### config.mk
export PLATFORM = sky130hd
export DESIGN_NAME = lte_pss_scheduler
export DESIGN_NICKNAME = d
export VERILOG_FILES = /design/src/rtl/lte_pkg.sv /design/src/rtl/lte_frame_timer.sv /design/src/rtl/lte_pss_scheduler.sv
export SDC_FILE = /design/constraint.sdc
export NUM_CORES = 1
export LEC_CHECK = 0
export ABC_CLOCK_PERIOD_IN_PS = 2000
export CAP_MARGIN = 20
export CORE_UTILIZATION = 36
export DETAILED_ROUTE_END_ITERATION = 6
export PLACE_DENSITY = 0.82
export SYNTH_ARGS = -nofsm -noshare
export SYNTH_HDL_FRONTEND = slang
export SYNTH_SLANG_ARGS = --single-unit
### constraint.sdc
create_clock -name i_clk -period 2 [get_ports i_clk]
set_input_delay 0.5 -clock i_clk [delete_from_list [all_inputs] [get_ports i_clk]]
set_output_delay 0.5 -clock i_clk [all_outputs]
set_load 0.05 [all_outputs]
### src/rtl/lte_pkg.sv
// Shared LTE frame constants, scheduler state type and IQ sample layout
// for the PSS scheduling path.
package lte_pkg;

  localparam int SYMS_PER_SLOT   = 7;
  localparam int SLOTS_PER_FRAME = 20;
  localparam int PSS_SYM         = 6;
  localparam int PSS_SLOT_A      = 0;
  localparam int PSS_SLOT_B      = 10;
  localparam int GUARD_LEN       = 5;
  localparam int PSS_LEN         = 62;
  localparam int BURST_LEN       = 2 * GUARD_LEN + PSS_LEN;

  localparam int SYM_W  = 3;
  localparam int SLOT_W = 5;
  localparam int BEAT_W = 7;

  localparam logic [SYM_W-1:0]  SYM_LAST       = SYM_W'(SYMS_PER_SLOT - 1);
  localparam logic [SLOT_W-1:0] SLOT_LAST      = SLOT_W'(SLOTS_PER_FRAME - 1);
  localparam logic [SYM_W-1:0]  PSS_SYM_IDX    = SYM_W'(PSS_SYM);
  localparam logic [SLOT_W-1:0] PSS_SLOT_A_IDX = SLOT_W'(PSS_SLOT_A);
  localparam logic [SLOT_W-1:0] PSS_SLOT_B_IDX = SLOT_W'(PSS_SLOT_B);
  localparam logic [BEAT_W-1:0] GUARD_LAST     = BEAT_W'(GUARD_LEN - 1);
  localparam logic [BEAT_W-1:0] PSS_LAST       = BEAT_W'(PSS_LEN - 1);

  typedef enum logic [1:0] {
    ST_IDLE,
    ST_LEAD,
    ST_PAYLOAD,
    ST_TRAIL
  } pss_sched_state_e;

  typedef struct packed {
    logic [15:0] q;
    logic [15:0] i;
  } iq_sample_t;

  // N_ID_2 = 3 does not exist; fall back to identity 0.
  function automatic logic [1:0] sanitize_n_id_2(input logic [1:0] v);
    return (v == 2'd3) ? 2'd0 : v;
  endfunction

  function automatic logic is_pss_position(input logic [SYM_W-1:0]  sym,
                                           input logic [SLOT_W-1:0] slot);
    return (sym == PSS_SYM_IDX) &&
           ((slot == PSS_SLOT_A_IDX) || (slot == PSS_SLOT_B_IDX));
  endfunction

endpackage

### src/rtl/lte_frame_timer.sv
// Symbol/slot position tracker driven by the OFDM symbol strobe; exposes the
// post-tick position so the scheduler can trigger in the same cycle.
module lte_frame_timer
  import lte_pkg::*;
(
  input  logic              i_clk,
  input  logic              i_rst_n,
  input  logic              i_enable,
  input  logic              i_sym_tick,
  output logic [SYM_W-1:0]  o_sym_idx,
  output logic [SLOT_W-1:0] o_slot_idx,
  output logic              o_frame_start,
  output logic              o_advance,
  output logic [SYM_W-1:0]  o_nxt_sym_idx,
  output logic [SLOT_W-1:0] o_nxt_slot_idx
);

  logic [SYM_W-1:0]  r_sym_idx;
  logic [SLOT_W-1:0] r_slot_idx;
  logic              r_frame_start;
  logic              w_advance;
  logic [SYM_W-1:0]  w_nxt_sym;
  logic [SLOT_W-1:0] w_nxt_slot;

  assign w_advance = i_enable & i_sym_tick;

  always_comb begin
    w_nxt_sym  = r_sym_idx;
    w_nxt_slot = r_slot_idx;
    if (w_advance) begin
      if (r_sym_idx == SYM_LAST) begin
        w_nxt_sym  = '0;
        w_nxt_slot = (r_slot_idx == SLOT_LAST) ? '0 : r_slot_idx + 1'b1;
      end else begin
        w_nxt_sym = r_sym_idx + 1'b1;
      end
    end
  end

  always_ff @(posedge i_clk or negedge i_rst_n) begin
    if (!i_rst_n) begin
      r_sym_idx     <= '0;
      r_slot_idx    <= '0;
      r_frame_start <= 1'b0;
    end else if (!i_enable) begin
      r_sym_idx     <= '0;
      r_slot_idx    <= '0;
      r_frame_start <= 1'b0;
    end else begin
      r_sym_idx     <= w_nxt_sym;
      r_slot_idx    <= w_nxt_slot;
      r_frame_start <= w_advance && (w_nxt_sym == '0) && (w_nxt_slot == '0);
    end
  end

  assign o_sym_idx      = r_sym_idx;
  assign o_slot_idx     = r_slot_idx;
  assign o_frame_start  = r_frame_start;
  assign o_advance      = w_advance;
  assign o_nxt_sym_idx  = w_nxt_sym;
  assign o_nxt_slot_idx = w_nxt_slot;

endmodule

### src/rtl/lte_pss_scheduler.sv
// PSS burst scheduler: frames 62 generator samples with 5 zero guards on
// each side and delivers a 72-beat burst to the resource mapper.
//   state   | meaning
//   IDLE    | waiting for a PSS trigger
//   LEAD    | emitting leading zero guards
//   PAYLOAD | passing generator samples (or zero fill after an early tlast)
//   TRAIL   | emitting trailing zero guards, tlast on the final beat
module lte_pss_scheduler
  import lte_pkg::*;
(
  input  logic              i_clk,
  input  logic              i_rst_n,
  input  logic              i_enable,
  input  logic              i_sym_tick,
  input  logic [1:0]        i_n_id_2_cfg,
  input  logic              i_err_clr,
  output logic [1:0]        o_pss_n_id_2,
  input  logic [31:0]       i_s_axis_tdata,
  input  logic              i_s_axis_tvalid,
  output logic              o_s_axis_tready,
  input  logic              i_s_axis_tlast,
  output logic [31:0]       o_m_axis_tdata,
  output logic              o_m_axis_tvalid,
  input  logic              i_m_axis_tready,
  output logic              o_m_axis_tlast,
  output logic [SYM_W-1:0]  o_sym_idx,
  output logic [SLOT_W-1:0] o_slot_idx,
  output logic              o_frame_start,
  output logic              o_err_len,
  output logic              o_err_overrun
);

  logic              w_advance;
  logic [SYM_W-1:0]  w_nxt_sym;
  logic [SLOT_W-1:0] w_nxt_slot;
  logic              w_frame_start;
  logic              w_trigger;

  lte_frame_timer u_timer (
    .i_clk          (i_clk),
    .i_rst_n        (i_rst_n),
    .i_enable       (i_enable),
    .i_sym_tick     (i_sym_tick),
    .o_sym_idx      (o_sym_idx),
    .o_slot_idx     (o_slot_idx),
    .o_frame_start  (w_frame_start),
    .o_advance      (w_advance),
    .o_nxt_sym_idx  (w_nxt_sym),
    .o_nxt_slot_idx (w_nxt_slot)
  );

  assign o_frame_start = w_frame_start;
  assign w_trigger     = w_advance && is_pss_position(w_nxt_sym, w_nxt_slot);

  logic       r_enable_d;
  logic [1:0] r_n_id_2;

  always_ff @(posedge i_clk or negedge i_rst_n) begin
    if (!i_rst_n) begin
      r_enable_d <= 1'b0;
      r_n_id_2   <= 2'd0;
    end else begin
      r_enable_d <= i_enable;
      if (w_frame_start || (i_enable && !r_enable_d)) begin
        r_n_id_2 <= sanitize_n_id_2(i_n_id_2_cfg);
      end
    end
  end

  assign o_pss_n_id_2 = r_n_id_2;

  pss_sched_state_e  r_state, w_state_nxt;
  logic [BEAT_W-1:0] r_beat, w_beat_nxt;
  logic              r_short, w_short_nxt;
  logic              w_set_err_len;
  logic              w_set_err_ovr;
  logic              w_m_valid;
  logic              w_m_last;
  logic              w_s_ready;
  iq_sample_t        w_s_sample;
  iq_sample_t        w_m_sample;

  assign w_s_sample    = i_s_axis_tdata;
  assign w_set_err_ovr = w_trigger && (r_state != ST_IDLE);

  always_comb begin
    w_state_nxt   = r_state;
    w_beat_nxt    = r_beat;
    w_short_nxt   = r_short;
    w_set_err_len = 1'b0;
    w_m_sample    = '0;
    w_m_valid     = 1'b0;
    w_m_last      = 1'b0;
    w_s_ready     = 1'b0;
    case (r_state)
      ST_IDLE: begin
        if (w_trigger) begin
          w_state_nxt = ST_LEAD;
          w_beat_nxt  = '0;
          w_short_nxt = 1'b0;
        end
      end
      ST_LEAD: begin
        w_m_valid = 1'b1;
        if (i_m_axis_tready) begin
          if (r_beat == GUARD_LAST) begin
            w_state_nxt = ST_PAYLOAD;
            w_beat_nxt  = '0;
          end else begin
            w_beat_nxt = r_beat + 1'b1;
          end
        end
      end
      ST_PAYLOAD: begin
        // After an early tlast the generator is cut off and zeros fill the slot.
        if (r_short) begin
          w_m_valid = 1'b1;
        end else begin
          w_m_sample = w_s_sample;
          w_m_valid  = i_s_axis_tvalid;
          w_s_ready  = i_m_axis_tready;
        end
        if (w_m_valid && i_m_axis_tready) begin
          if (r_beat == PSS_LAST) begin
            w_state_nxt = ST_TRAIL;
            w_beat_nxt  = '0;
            w_short_nxt = 1'b0;
            if (!r_short && !i_s_axis_tlast) begin
              w_set_err_len = 1'b1;
            end
          end else begin
            w_beat_nxt = r_beat + 1'b1;
            if (!r_short && i_s_axis_tlast) begin
              w_set_err_len = 1'b1;
              w_short_nxt   = 1'b1;
            end
          end
        end
      end
      ST_TRAIL: begin
        w_m_valid = 1'b1;
        w_m_last  = (r_beat == GUARD_LAST);
        if (i_m_axis_tready) begin
          if (r_beat == GUARD_LAST) begin
            w_state_nxt = ST_IDLE;
            w_beat_nxt  = '0;
          end else begin
            w_beat_nxt = r_beat + 1'b1;
          end
        end
      end
      default: begin
        w_state_nxt = ST_IDLE;
        w_beat_nxt  = '0;
        w_short_nxt = 1'b0;
      end
    endcase
  end

  always_ff @(posedge i_clk or negedge i_rst_n) begin
    if (!i_rst_n) begin
      r_state <= ST_IDLE;
      r_beat  <= '0;
      r_short <= 1'b0;
    end else begin
      r_state <= w_state_nxt;
      r_beat  <= w_beat_nxt;
      r_short <= w_short_nxt;
    end
  end

  logic r_err_len;
  logic r_err_overrun;

  // A fresh error outranks a simultaneous clear.
  always_ff @(posedge i_clk or negedge i_rst_n) begin
    if (!i_rst_n) begin
      r_err_len     <= 1'b0;
      r_err_overrun <= 1'b0;
    end else begin
      if (w_set_err_len) begin
        r_err_len <= 1'b1;
      end else if (i_err_clr) begin
        r_err_len <= 1'b0;
      end
      if (w_set_err_ovr) begin
        r_err_overrun <= 1'b1;
      end else if (i_err_clr) begin
        r_err_overrun <= 1'b0;
      end
    end
  end

  assign o_err_len       = r_err_len;
  assign o_err_overrun   = r_err_overrun;
  assign o_m_axis_tdata  = w_m_sample;
  assign o_m_axis_tvalid = w_m_valid;
  assign o_m_axis_tlast  = w_m_last;
  assign o_s_axis_tready = w_s_ready;

endmodule
After elaboration in Yosys (flattened, before gate mapping):

Index checks and enable logic that the tools add are counted.

* reductions and logical operators: 25
* equality and inequality tests: 19
* multiplexer cells: 44
* $add $sub $neg: 3
* bitwise gates (word level): 1

Operator list (number)
* 2-to-1 mux 32 bit: 2
* 2-to-1 mux 7 bit: 5
* case mux 7 bit (3 select lines): 1
* 2-to-1 mux 5 bit: 4
* 2-to-1 mux 1 bit: 18
* 2-to-1 mux 2 bit: 8
* inequality test 2 bit (second input constant): 7
* logical AND 1 bit: 9
* 2-to-1 mux 3 bit: 3
* case mux 2 bit (4 select lines): 1
* nonzero test 2 bit: 4
* adder 7 x 1 -> 7 bit (second input constant): 1
* == test 7 x 3 -> 1 bit (second input constant): 1
* == test 7 x 6 -> 1 bit (second input constant): 1
* AND reduction 7 bit: 1
* == test 2 bit (second input constant): 3
* == test 3 bit (second input constant): 2
* adder 5 x 1 -> 5 bit (second input constant): 1
* == test 5 x 4 -> 1 bit (second input constant): 1
* == test 5 bit (second input constant): 1
* zero test 5 bit: 1
* case mux 1 bit (2 select lines): 2
* AND reduction 4 bit: 1
* adder 3 x 1 -> 3 bit (second input constant): 1
* other kinds (10): 13

* flip-flop bits (word level): 24
* word-level logic and storage cells: 102
* input bits: 42

Longest topological paths before layout:

* depth after elaboration: 10
* depth in mapped cells: 7

Modules after synthesis:

A second synthesis with hierarchy kept.

* cell total of the unflattened synthesis: 193
* area total of the unflattened synthesis: 1755.4 µm²

Modules (own cells, without submodules)
* lte_pss_scheduler: sequential area each 375.4 µm², cells an instance 134, times used 1, area each 1197.4 µm²
* lte_frame_timer: sequential area each 225.2 µm², cells an instance 59, times used 1, area each 558.0 µm²

Worst setup path after synthesis:

No wires, ideal clock.

* path type: flip-flop to output port
* start point: reg r_state[0]
* end point: out o_m_axis_tdata[10]
* stages on the path, launching flop included: 7
* setup slack: -259 ps
* data arrival time: 1759 ps
* required time: 1500 ps
* path through: dfrtp_1 > inv_1 > ha_1 > clkbuf_1 > nor2b_1 > clkbuf_1 > and2_1

* word-level cells in the longest chain between the ends: 2

Ends and longest elaborated chain
* start: declaration: RTL line lte_pss_scheduler.sv:72 `pss_sched_state_e r_state, w_state_nxt;`
* start signal: assignment: RTL line lte_pss_scheduler.sv:166 `r_state <= w_state_nxt;`
* == test 2 bit: RTL line lte_pss_scheduler.sv:95 `case (r_state)`
* 2-to-1 mux 32 bit: RTL line lte_pss_scheduler.sv:95
* end: declaration: RTL line lte_pss_scheduler.sv:22 `output logic [31:0] o_m_axis_tdata,`

Every way passes these cells.

Final worst setup path:

* start point: reg r_state[0]
* end point: out o_s_axis_tready

* word-level cells in the longest chain between the ends: 2

Ends and longest elaborated chain
* == test 2 bit: RTL line lte_pss_scheduler.sv:95
* 2-to-1 mux 1 bit: RTL line lte_pss_scheduler.sv:95
* end: declaration: RTL line lte_pss_scheduler.sv:20 `output logic o_s_axis_tready,`

Every way passes these cells.

==> results summary <==
The synthesized-area fraction occupied by xor and xnor cells is 0.00989. The initial detailed-routing violation count is 148. STA classifies the critical path endpoint as an output port. Across the VDD grid, the largest voltage drop is 0.859 mV. The average routed wire per standard cell is 15.6 microns. After detailed placement, the design holds a cell count of around 380. The number of antenna diodes in the final layout is 0. The count of port buffers added during placement came out at 89. The post-synthesis net count came out at 257.

The number of hold violations in the final report is 0. Across every metal layer, demand over resource in global routing totals 0.241. From synthesis to final layout, the design area changed by 105%. The final core area utilization came out at 0.770. The final cell area excluding filler cells came out at 0.00364 sq mm. The maximum number of pins on one net before global-route repair came out at 25. The count of clock tree sinks came out at 24. The number of synthesized register bits came out at 24.

Counting every instance in the synthesized netlist gives 207. The level count of the clock H-tree is 1. In this run the worst path has a maximum fanout of 8. The final reports fail on setup timing. The register area share after synthesis came out at 0.339. The slack of the critical path is -143 ps.

The dominant combinational cell family by area after synthesis is simple AND/OR/NAND/NOR gates. The clock tree from TritonCTS is yes. For this design, the slowest cell found on the critical path is sky130_fd_sc_hd__dfrtp_1. The post-route clock skew is 2.19 ps. The endpoint arrival time on the critical path came out at 1640 ps. The worst slew slack as a fraction of its limit came out at 0.643. The share of the clock period used by the worst path came out at 1.07.

After detailed placement, the total cell area comes to roughly 0.0033 sq mm. The power consumption came out at 0.00506 W. The global-route wire length before repair came out at 9.77 mm.

The critical path goes through inv_2 > ha_4 > nor2b_4 > buf_6 > buf_16 > and2_4 > buf_12. The maximum clock frequency came out at between 0.4 and 0.5 GHz. The count of non-filler cells in the finished layout came out at ~400. The I/O pin count is 90.

The number of hold buffers added after CTS was 0. Together, buffers and inverters on the worst path number 4. In this run the clock root is driven by a sky130_fd_sc_hd__clkbuf_8. The smallest clock period supported by the final layout is computed as 2140 ps. The global route total overflow came out at 0. The data required time at the worst endpoint is 1500 ps.

Setup repair after global routing could not meet its margin everywhere. The clock-pin slew on the worst setup and hold paths came out at 90 ps. The area of the core came out at 0.00472 sq mm.

The number of iterations in the first detailed-routing pass came out at 5. The worst setup path is launched from a flip-flop. The critical path's largest stage delay came out at 410 ps.

The area of the multi-input gates is about 0.0013 sq mm. Summing all flip-flop and latch instances after layout gives around 600 sq um. The type of the tightest min-delay check is reg2reg.

The area of the die is 0.00521 sq mm. The half-perimeter wire length after placement came out at just over 4 mm. The total wirelength of the detailed-routed design is 6.19 mm.

The static power due to leakage came out at 1.56 nW. For this run, the number of Yosys warnings is 0. The via count of the first global-routing pass came out at 2186. On the critical path the largest part of the delay comes from buffers and inverters. The worst-margin pin slew came out at 528 ps. The die extent in y is between 70 and 80 microns. The ratio of cells with drive above 1 in the final layout came out at 0.435.

The complex-gate fraction of the synthesized area is 0.213. For this run, the post-layout net count is between 300 and 400. The final setup violation count is 35.

The max-slew violation total from the final report is 0. The number of distinct standard cells referenced by the synthesized netlist came out at 46. The mean instance size in the synthesized netlist came out at 8.56 sq um. The post-route antenna net violation count came out at 0. The filler cell count came out at 285. The share of synthesized cell area in full adder, half adder and majority cells is 0.0565. The initial antenna violation count came to 0. The standard-cell row count came out at 25. The area of the mapped netlist is 0.00177 sq mm. After synthesis, the share of cell area in mux cells is 0.0233. The total power density per cell area is roughly 1400 mW/mm^2. The critical path in this run is classified as reg2out. The number of max-cap violations came out at 0.

The starting utilization of the core area is 0.375. Routability-driven placement finished with a final weighted congestion of about 0.85. The run finished, with violations left. The horizontal die dimension is 72.2 microns.

The maximum clock path buffer count is 2. The post-place setup slack came out at -143 ps. The total number of vias is 2071. The later pin in the worst-skew pair is clocked with a latency of 270 ps.

In the routed layout, each cell is associated on average with a via count of 5.20. The simple-gate portion of the synthesized area came out at 0.311. The number of buffers created by CTS is 3.

In the routed design, unresolved DRC markers number 0.
[through the flow]
| step | hold WS [ps] | setup TNS, ps |
|---|---|---|
| floorplan | 204 | 0 |
| global placement | 466 | -628 |
| detailed placement | 473 | -1010 |
| CTS | 493 | -1850 |
| global route | 535 | -5980 |
| finish | 486 | -4370 |
[per-layer routing]
| layer | share of wire | global-route usage | vias to the layer above |
|---|---|---|---|
| met5 | 0 | 0 | - |
| li1 | - | - | 978 |
| met3 | 0.073 | 0.0625 | 24 |
| met4 | 0.032 | 0.120 | 0 |
| met1 | 0.39 | 0.263 | 959 |
| met2 | 0.51 | 0.431 | 110 |
[what timing repair did]
action                                  CTS  global route
hold endpoints to repair                  0             0
gates resized for setup                  39            10
gates cloned                              2             0
buffers inserted                         10             3
endpoints found under the setup margin   35            42
pin swaps                                16             4
[logic make-up (layout without fill, tap and decap cells)]
kind of cell,count (synthesis),after routing
AOI/OAI and AO/OA,55,55
xor gates and xnor gates,2,2
adders and majority gates,8,8
buffers and inverters,21,145
DFF,24,24
muxes,4,4
and+or+nand+nor,93,93
[worst register-to-register path: cells and delay by family, from the launching register on]
family / cells / cell delay [ps]
buf+inv: 2 / 240
fa+ha+maj: 1 / 220
simple gates: 1 / 200
mux: 1 / 340
flops: 1 / 420
compound gates: 2 / 440
[flip-flops by register name (all words and copies together), names as in the netlist]
register	flops
o_err_len	1
o_err_overrun	1
o_pss_n_id_2	2
r_beat	7
r_enable_d	1
r_short	1
r_state	2
u_timer.o_frame_start	1
u_timer.o_slot_idx	5
u_timer.o_sym_idx	3
[power by group]
group          leakage, nW  internal (W)  switching (W)
Combinational         1.20       0.00197        0.00199
Clock               0.0357      0.000268       0.000167
Sequential           0.323      0.000572      0.0000953
[worst paths after layout]
path / startpoint / end / slack, ps / cells after the start
min reg2reg: o_pss_n_id_2[0] / o_pss_n_id_2[0] / 490 / 2
min in group asynchronous: i_rst_n / u_timer.o_slot_idx[0] / 580 / 2
min: o_pss_n_id_2[0] / o_pss_n_id_2[0] / 490 / 2
max: r_state[0] / o_s_axis_tready / -140 / 7
max in group asynchronous: i_rst_n / r_beat[4] / 1190 / 2
max reg2reg: r_state[1] / r_state[1] / 40 / 7
[Yosys cell counts (all sizes together)]
library cell	instances	area share
and2	35	0.12
dfrtp	24	0.34
o21ai	19	0.054
nand2	15	0.032
inv	13	0.028
nor2	10	0.021
ha	8	0.056
o211ai	7	0.030
clkbuf	6	0.013
nor2b	6	0.021
a21oi	5	0.014
a21boi	4	0.017
nand2b	4	0.014
nand3	4	0.011
mux2i	3	0.017
nor4	3	0.014
o2111ai	3	0.015
o21a	3	0.013
o22ai	3	0.011
a21o	2	0.0085
a31oi	2	0.011
and3	2	0.0071
buf	2	0.0071
nand4	2	0.0071
nand4b	2	0.0099
o21ba	2	0.011
o311a	2	0.011
xnor2	2	0.0099
a211oi	1	0.0042
a41oi	1	0.0092
and3b	1	0.0049
and4	1	0.0049
mux2	1	0.0064
nor3	1	0.0056
nor3b	1	0.0042
nor4b	1	0.0085
nor4bb	1	0.0056
o22a	1	0.0049
or2	1	0.0035
or3	1	0.0035
or3b	1	0.0049
or4	1	0.0042
[final cells by class]
class,count,area share
clock inverter,1,0.00826
multi-input combinational,162,0.349
timing repair buffer,128,0.430
tap,67,0.0230
sequential,24,0.165
clock buffer,3,0.0114
inverter,13,0.0134
[layout by cell type (no fill, tap or decap), drive strengths merged, types with 2 or more instances in the layout]
master         count
a21boi             4
a21o               2
a21oi              5
a31oi              2
and2              35
and3               2
buf               85
clkbuf             3
clkdlybuf4s50     43
dfrtp             24
ha                 8
inv               13
mux2i              3
nand2             15
nand2b             4
nand3              4
nand4              2
nand4b             2
nor2              10
nor2b              6
nor4               3
o2111ai            3
o211ai             7
o21a               3
o21ai             19
o21ba              2
o22ai              3
o311a              2
xnor2              2
No activity file was read; power rests on OpenSTA's default activity.
